### src/rtl/input_conditioner_pkg.sv
// Shared helpers for the input conditioner: counter width derivation.
package input_conditioner_pkg;

   // Width needed to hold values 0..n-1, never narrower than one bit.
   function automatic int unsigned cnt_width(input int unsigned n);
      return (n <= 2) ? 1 : $clog2(n);
   endfunction

endpackage

### src/rtl/conditioner_channel.sv
// One input channel: 2-flop sync, counter debounce, edge pulses and long-press detection.
module conditioner_channel
   import input_conditioner_pkg::*;
#(
   parameter int unsigned STABLE_CYCLES = 65536,
   parameter int unsigned HOLD_CYCLES   = 50000000,
   parameter bit          INVERT        = 1'b0,
   parameter bit          RESET_VALUE   = 1'b0
) (
   input  logic clk,
   input  logic rst_n,
   input  logic dirty_i,
   input  logic enable_i,
   output logic clean_o,
   output logic rise_o,
   output logic fall_o,
   output logic held_o,
   output logic hold_pulse_o
);

   localparam int unsigned SW = cnt_width(STABLE_CYCLES);
   localparam int unsigned HW = cnt_width(HOLD_CYCLES + 1);
   localparam logic [SW-1:0] StableMax = SW'(STABLE_CYCLES - 1);
   localparam logic [HW-1:0] HoldMax   = HW'(HOLD_CYCLES);

   logic          s1_q, s2_q, level;
   logic [SW-1:0] stable_q, stable_d;
   logic [HW-1:0] hold_q, hold_d;
   logic          clean_q, clean_d, rise_q, rise_d, fall_q, fall_d;
   logic          held_q, held_d, hold_pulse_q, hold_pulse_d;

   assign level = s2_q ^ INVERT;

   always_comb begin
      stable_d     = '0;
      clean_d      = clean_q;
      rise_d       = 1'b0;
      fall_d       = 1'b0;
      hold_d       = hold_q;
      held_d       = held_q;
      hold_pulse_d = 1'b0;
      if (enable_i) begin
         if (level != clean_q) begin
            if (stable_q == StableMax) begin
               clean_d = level;
               rise_d  = level;
               fall_d  = ~level;
            end else begin
               stable_d = stable_q + 1'b1;
            end
         end
         // Clearing on the next clean level makes held drop on the same edge as fall.
         if (!clean_d) begin
            hold_d = '0;
            held_d = 1'b0;
         end else if (clean_q && (hold_q != HoldMax)) begin
            hold_d = hold_q + 1'b1;
            if (hold_d == HoldMax) begin
               held_d       = 1'b1;
               hold_pulse_d = 1'b1;
            end
         end
      end
   end

   always_ff @(posedge clk or negedge rst_n) begin
      if (!rst_n) begin
         s1_q         <= RESET_VALUE ^ INVERT;
         s2_q         <= RESET_VALUE ^ INVERT;
         stable_q     <= '0;
         hold_q       <= '0;
         clean_q      <= RESET_VALUE;
         rise_q       <= 1'b0;
         fall_q       <= 1'b0;
         held_q       <= 1'b0;
         hold_pulse_q <= 1'b0;
      end else begin
         s1_q         <= dirty_i;
         s2_q         <= s1_q;
         stable_q     <= stable_d;
         hold_q       <= hold_d;
         clean_q      <= clean_d;
         rise_q       <= rise_d;
         fall_q       <= fall_d;
         held_q       <= held_d;
         hold_pulse_q <= hold_pulse_d;
      end
   end

   assign clean_o      = clean_q;
   assign rise_o       = rise_q;
   assign fall_o       = fall_q;
   assign held_o       = held_q;
   assign hold_pulse_o = hold_pulse_q;

endmodule

### src/rtl/input_conditioner.sv
// Multi-channel input conditioner: one independent conditioner_channel per pin.
module input_conditioner
   import input_conditioner_pkg::*;
#(
   parameter int unsigned          CHANNELS      = 8,
   parameter int unsigned          STABLE_CYCLES = 65536,
   parameter int unsigned          HOLD_CYCLES   = 50000000,
   parameter logic [CHANNELS-1:0]  INVERT        = '0,
   parameter logic [CHANNELS-1:0]  RESET_VALUE   = '0
) (
   input  logic                clk,
   input  logic                rst_n,
   input  logic [CHANNELS-1:0] dirty_i,
   input  logic [CHANNELS-1:0] enable_i,
   output logic [CHANNELS-1:0] clean_o,
   output logic [CHANNELS-1:0] rise_o,
   output logic [CHANNELS-1:0] fall_o,
   output logic [CHANNELS-1:0] held_o,
   output logic [CHANNELS-1:0] hold_pulse_o
);

   for (genvar i = 0; i < CHANNELS; i++) begin : g_ch
      conditioner_channel #(
         .STABLE_CYCLES (STABLE_CYCLES),
         .HOLD_CYCLES   (HOLD_CYCLES),
         .INVERT        (INVERT[i]),
         .RESET_VALUE   (RESET_VALUE[i])
      ) u_ch (
         .clk          (clk),
         .rst_n        (rst_n),
         .dirty_i      (dirty_i[i]),
         .enable_i     (enable_i[i]),
         .clean_o      (clean_o[i]),
         .rise_o       (rise_o[i]),
         .fall_o       (fall_o[i]),
         .held_o       (held_o[i]),
         .hold_pulse_o (hold_pulse_o[i])
      );
   end

endmodule

### config.mk
export PLATFORM = sky130hd
export DESIGN_NAME = input_conditioner
export DESIGN_NICKNAME = d
export VERILOG_FILES = /design/src/rtl/input_conditioner_pkg.sv /design/src/rtl/conditioner_channel.sv /design/src/rtl/input_conditioner.sv
export SDC_FILE = /design/constraint.sdc
export NUM_CORES = 1
export LEC_CHECK = 0
export CAP_MARGIN = 20
export CORE_MARGIN = 2
export CORE_UTILIZATION = 65
export CTS_BUF_LIST = sky130_fd_sc_hd__clkbuf_8
export DETAILED_ROUTE_END_ITERATION = 10
export GPL_TIMING_DRIVEN = 0
export PLACE_DENSITY_LB_ADDON = 0.05
export REMOVE_ABC_BUFFERS = 1
export SLEW_MARGIN = 40
export SYNTH_ARGS = -nofsm -noshare
export SYNTH_HDL_FRONTEND = slang
export SYNTH_SLANG_ARGS = --single-unit
### constraint.sdc
create_clock -name clk -period 3.6 [get_ports clk]
set_input_delay 0.54 -clock clk [delete_from_list [all_inputs] [get_ports clk]]
set_output_delay 0.54 -clock clk [all_outputs]
set_load 0.01 [all_outputs]
==> metrics.md <==
| Metric | Value |
|---|---|
| H-Tree Depth | 3 |
| Area leader, netlist | dfrtp_1 |
| Crit path cell chain | ha_1, nand2_1, nor3_1, nand4_1, o211ai_1, buf_2, clkinv_1, nand3_1, o21ai_0 |
| Remaining global-route overflow | 0 |
| Hold Path Class | flop to flop |
| Critical path class | flop to flop |
| Row Count | between 60 and 70 |
| Yosys top cell area share | 43.95% |
| Drt first pass iters | 6 |
| Status | finished clean |
| Worst skew pair latency | around 0.61 ns |
| Met3 usage | 4.578% |
| Root buf cell | clkbuf_8 |
| Fraction of registers with async set/reset | between 90% and 100% |
| Number of synthesized register bits | 392 |
| Leakage | 9.925 nW |
| Pwr dens | 390.6 nW/um2 |
| Top-count cell post-synth | dfrtp_1 |
| Pre-CTS WS | 0.4714 ns |
| Final Critical Period | 3.166 ns |
| CTS Buf Count | 67 |
| Initial detailed-routing violation count | 1411 |
| CP delay by family, top | simple AND/OR/NAND/NOR gates |
| Placed Area | 23010 um2 |
| First-pass GRT wire length | 85190 um |
| Net count, final | roughly 2600 |
| Largest net degree at the start of global routing | a little under 80 |
| Filler cells | 2577 |
| Clock slew at reported path FFs | 0.06 ns |
| Grt met1 use | 38.58% |
| Non-filler cells, final | 3027 |
| Critical Path RT | ~4.1 ns |
| EDFF count, synth | 0 |
| Die Span Y | 189.3 um |
| Initial antenna violation count | 0 |
| Final Max Tran Viols | 0 |
| Vias | 19219 |
| Worst VDD drop | 0.3997 mV |
| Vias/cell | 6.349 |
| Post-synth top flop | dfrtp_1 |
| Routed WL per cell | roughly 16 um |
| Fin area | 24510 um2 |
| Top post-synthesis cells by count | 392 x dfrtp_1, 320 x nor2_1, 276 x o21ai_0 |
| Core Util, Final | 72.72% |
| RD Place Congestion | 0.9213 |
| Core box area | 33700 um2 |
| Antenna Cells | 0 |
| Vias in the first global route | 18158 |
| Final setup viols | 0 |
| Die Area | 35830 um2 |
| Endpoints failing hold | 0 |
| Fmax | 0.3159 GHz |
| Global Route met2 Usage | 44.79% |
| Share of cells above drive strength 1 | 7.173% |
| Clock Tree Buf Depth | 3 |
| Die width | roughly 190 um |
| Distinct cells, synth | 79 |
| Crit path max fanout | 10 |
| Area grow syn2layout | 9.805% |
| Routed wire length | 49270 um |
| Port Buffers | 57 |
| Gr busiest metal | met2 |
| Syn Area/Cell | approximately 8.7 um2 |
| WP buf/inv | 2 |
| Crit. End Element | flop |
| Routed Antenna Nets | 0 |
| Setup TNS | 0 ns |
| Crit path launch type | flop |
| Worst-Margin Slew | 0.8349 ns |
| CP max stage delay | 0.64 ns |
| Number of placed I/O pins | 58 |
| # clock sinks | 392 |
| Max-Cap Viols | 0 |
| Mapped Cells | 2563 |
| Critical Path AT | 3.62 ns |
| CTS tree | done |
| Initial Util | 66.22% |
| Placed Instances | between 2000 and 3000 |
| RSZ-0062 raised after global routing | no |
| Post-Syn Area | 22320 um2 |
| Fin worst setup slack | roughly 0.43 ns |
| Critical path's slowest cell | o211ai_1 |
| Final period util | 87.94% |
| Ys Warns | 0 |
| Clock skew | 0.01939 ns |
| HPWL Detailed | about 33000 um |
| Main area contributors after synthesis | dfrtp_1 44%, o21ai_0 6.2%, nor2_1 5.4% |
| Sequential cell area fraction in the yosys report | 43.95% |
| GRT Total Usage | between 20 and 30% |
| Residual DRC count | 0 |
| Worst slew margin | around 44% |
==> sequential cells by signal, summed over array words and instances (netlist names) <==
signal,cells
g_ch.u_ch.hold_q,208
g_ch.u_ch.stable_q,128
g_ch.u_ch.clean_o,8
g_ch.u_ch.fall_o,8
g_ch.u_ch.held_o,8
g_ch.u_ch.hold_pulse_o,8
g_ch.u_ch.level,8
g_ch.u_ch.rise_o,8
g_ch.u_ch.s1_q,8
==> placed cells by master, fill, tap and decap left out, types with 21 or more instances in the layout <==
master and n:
xor2_1 108, a31oi_1 25, or3_1 22, a21oi_1 70, xnor2_1 41, clkbuf_8 90
nor3_1 50, o21ai_0 276, nand3_1 147, nand4_1 108, clkdlybuf4s50_1 56, and2_1 23
o31ai_1 92, nor4_1 30, nor2b_1 29, and3_1 59, and4_1 30, nand2_1 193
ha_1 24, dfrtp_1 392, o41ai_1 43, inv_1 74, nor2_1 319, nor3b_1 21
==> stage by stage <==
stage | hold WS, ns | power [mW]
6_report | 0.3473 | 9.573
5_1_grt | 0.3495 | 10.00
4_1_cts | 0.3312 | 9.683
3_5_place_dp | 0.3362 | 5.394
3_3_place_gp | 0.3330 | 5.333
2_1_floorplan | 0.2444 | 5.057
==> what timing repair did <==
action                                 in CTS  in global routing
hold buffers                                1                  0
endpoints found under the hold margin      57                  0
buffers inserted                            0                  0
resized for setup                           0                  0
==> metal layers <==
metal,part of all wire [%],vias up,routed length [um]
met4,2.4,0,1197
li1,-,9232,-
met1,46,9327,22620
met3,5.0,112,2453
met5,0,-,0
met2,47,548,23000
==> worst register-to-register path: stages (launching register included) <==
cell and delay [ns]:
dfrtp_1 0.40, ha_1 0.26, nand2_1 0.10, nor3_1 0.36, nand4_1 0.31, o211ai_1 0.64, buf_2 0.31, clkinv_1 0.33
nand3_1 0.20, o21ai_0 0.12
==> cell families (layout without fill, tap and decap cells) <==
| logic type | Yosys count | count (layout) | synth area share (%) |
|---|---|---|---|
| compound gates | 606 | 606 | 16.86 |
| xor+xnor | 149 | 149 | 5.847 |
| fa+ha+maj | 24 | 24 | 1.346 |
| buf+inv | 241 | 257 | 4.917 |
| flops | 392 | 392 | 43.95 |
| mux | 19 | 19 | 0.8858 |
| simple gates | 1132 | 1132 | 26.19 |
==> where the power goes <==
group / internal (mW) / leakage (nW) / switching [mW]
sequential: 4.50 / 5.40 / 0.154
clock: 2.44 / 0.798 / 1.81
combinational: 0.231 / 3.73 / 0.445
total: 7.17 / 9.92 / 2.41
==> worst paths after layout <==
| path | start | end | slack (ns) | depth (start not counted) |
|---|---|---|---|---|
| worst max-delay path | g_ch[1].u_ch.stable_q[0] | g_ch[1].u_ch.hold_q[14] | 0.43 | 9 |
| max in group asynchronous | rst_n | g_ch[2].u_ch.stable_q[15] | 2.00 | 4 |
| min in group asynchronous | rst_n | g_ch[3].u_ch.stable_q[2] | 0.49 | 2 |
| worst max register to register | g_ch[1].u_ch.stable_q[0] | g_ch[1].u_ch.hold_q[14] | 0.43 | 9 |
| worst min register to register | g_ch[2].u_ch.s1_q | g_ch[2].u_ch.level | 0.35 | 0 |
| worst min-delay path | g_ch[2].u_ch.s1_q | g_ch[2].u_ch.level | 0.35 | 0 |
==> final cells by class <==
class                   count  area [um2]  share of cell area (%)
clock buffers              90        1239                   5.055
clock inverters            27       196.4                  0.8016
inverters                  62       232.7                  0.9497
multi-input cells        1930       11610                   47.40
flip-flops and latches    392        9809                   40.03
well taps                 448       560.5                   2.287
repair buffers             78       853.3                   3.482
Power figures use the tool's default switching activity.
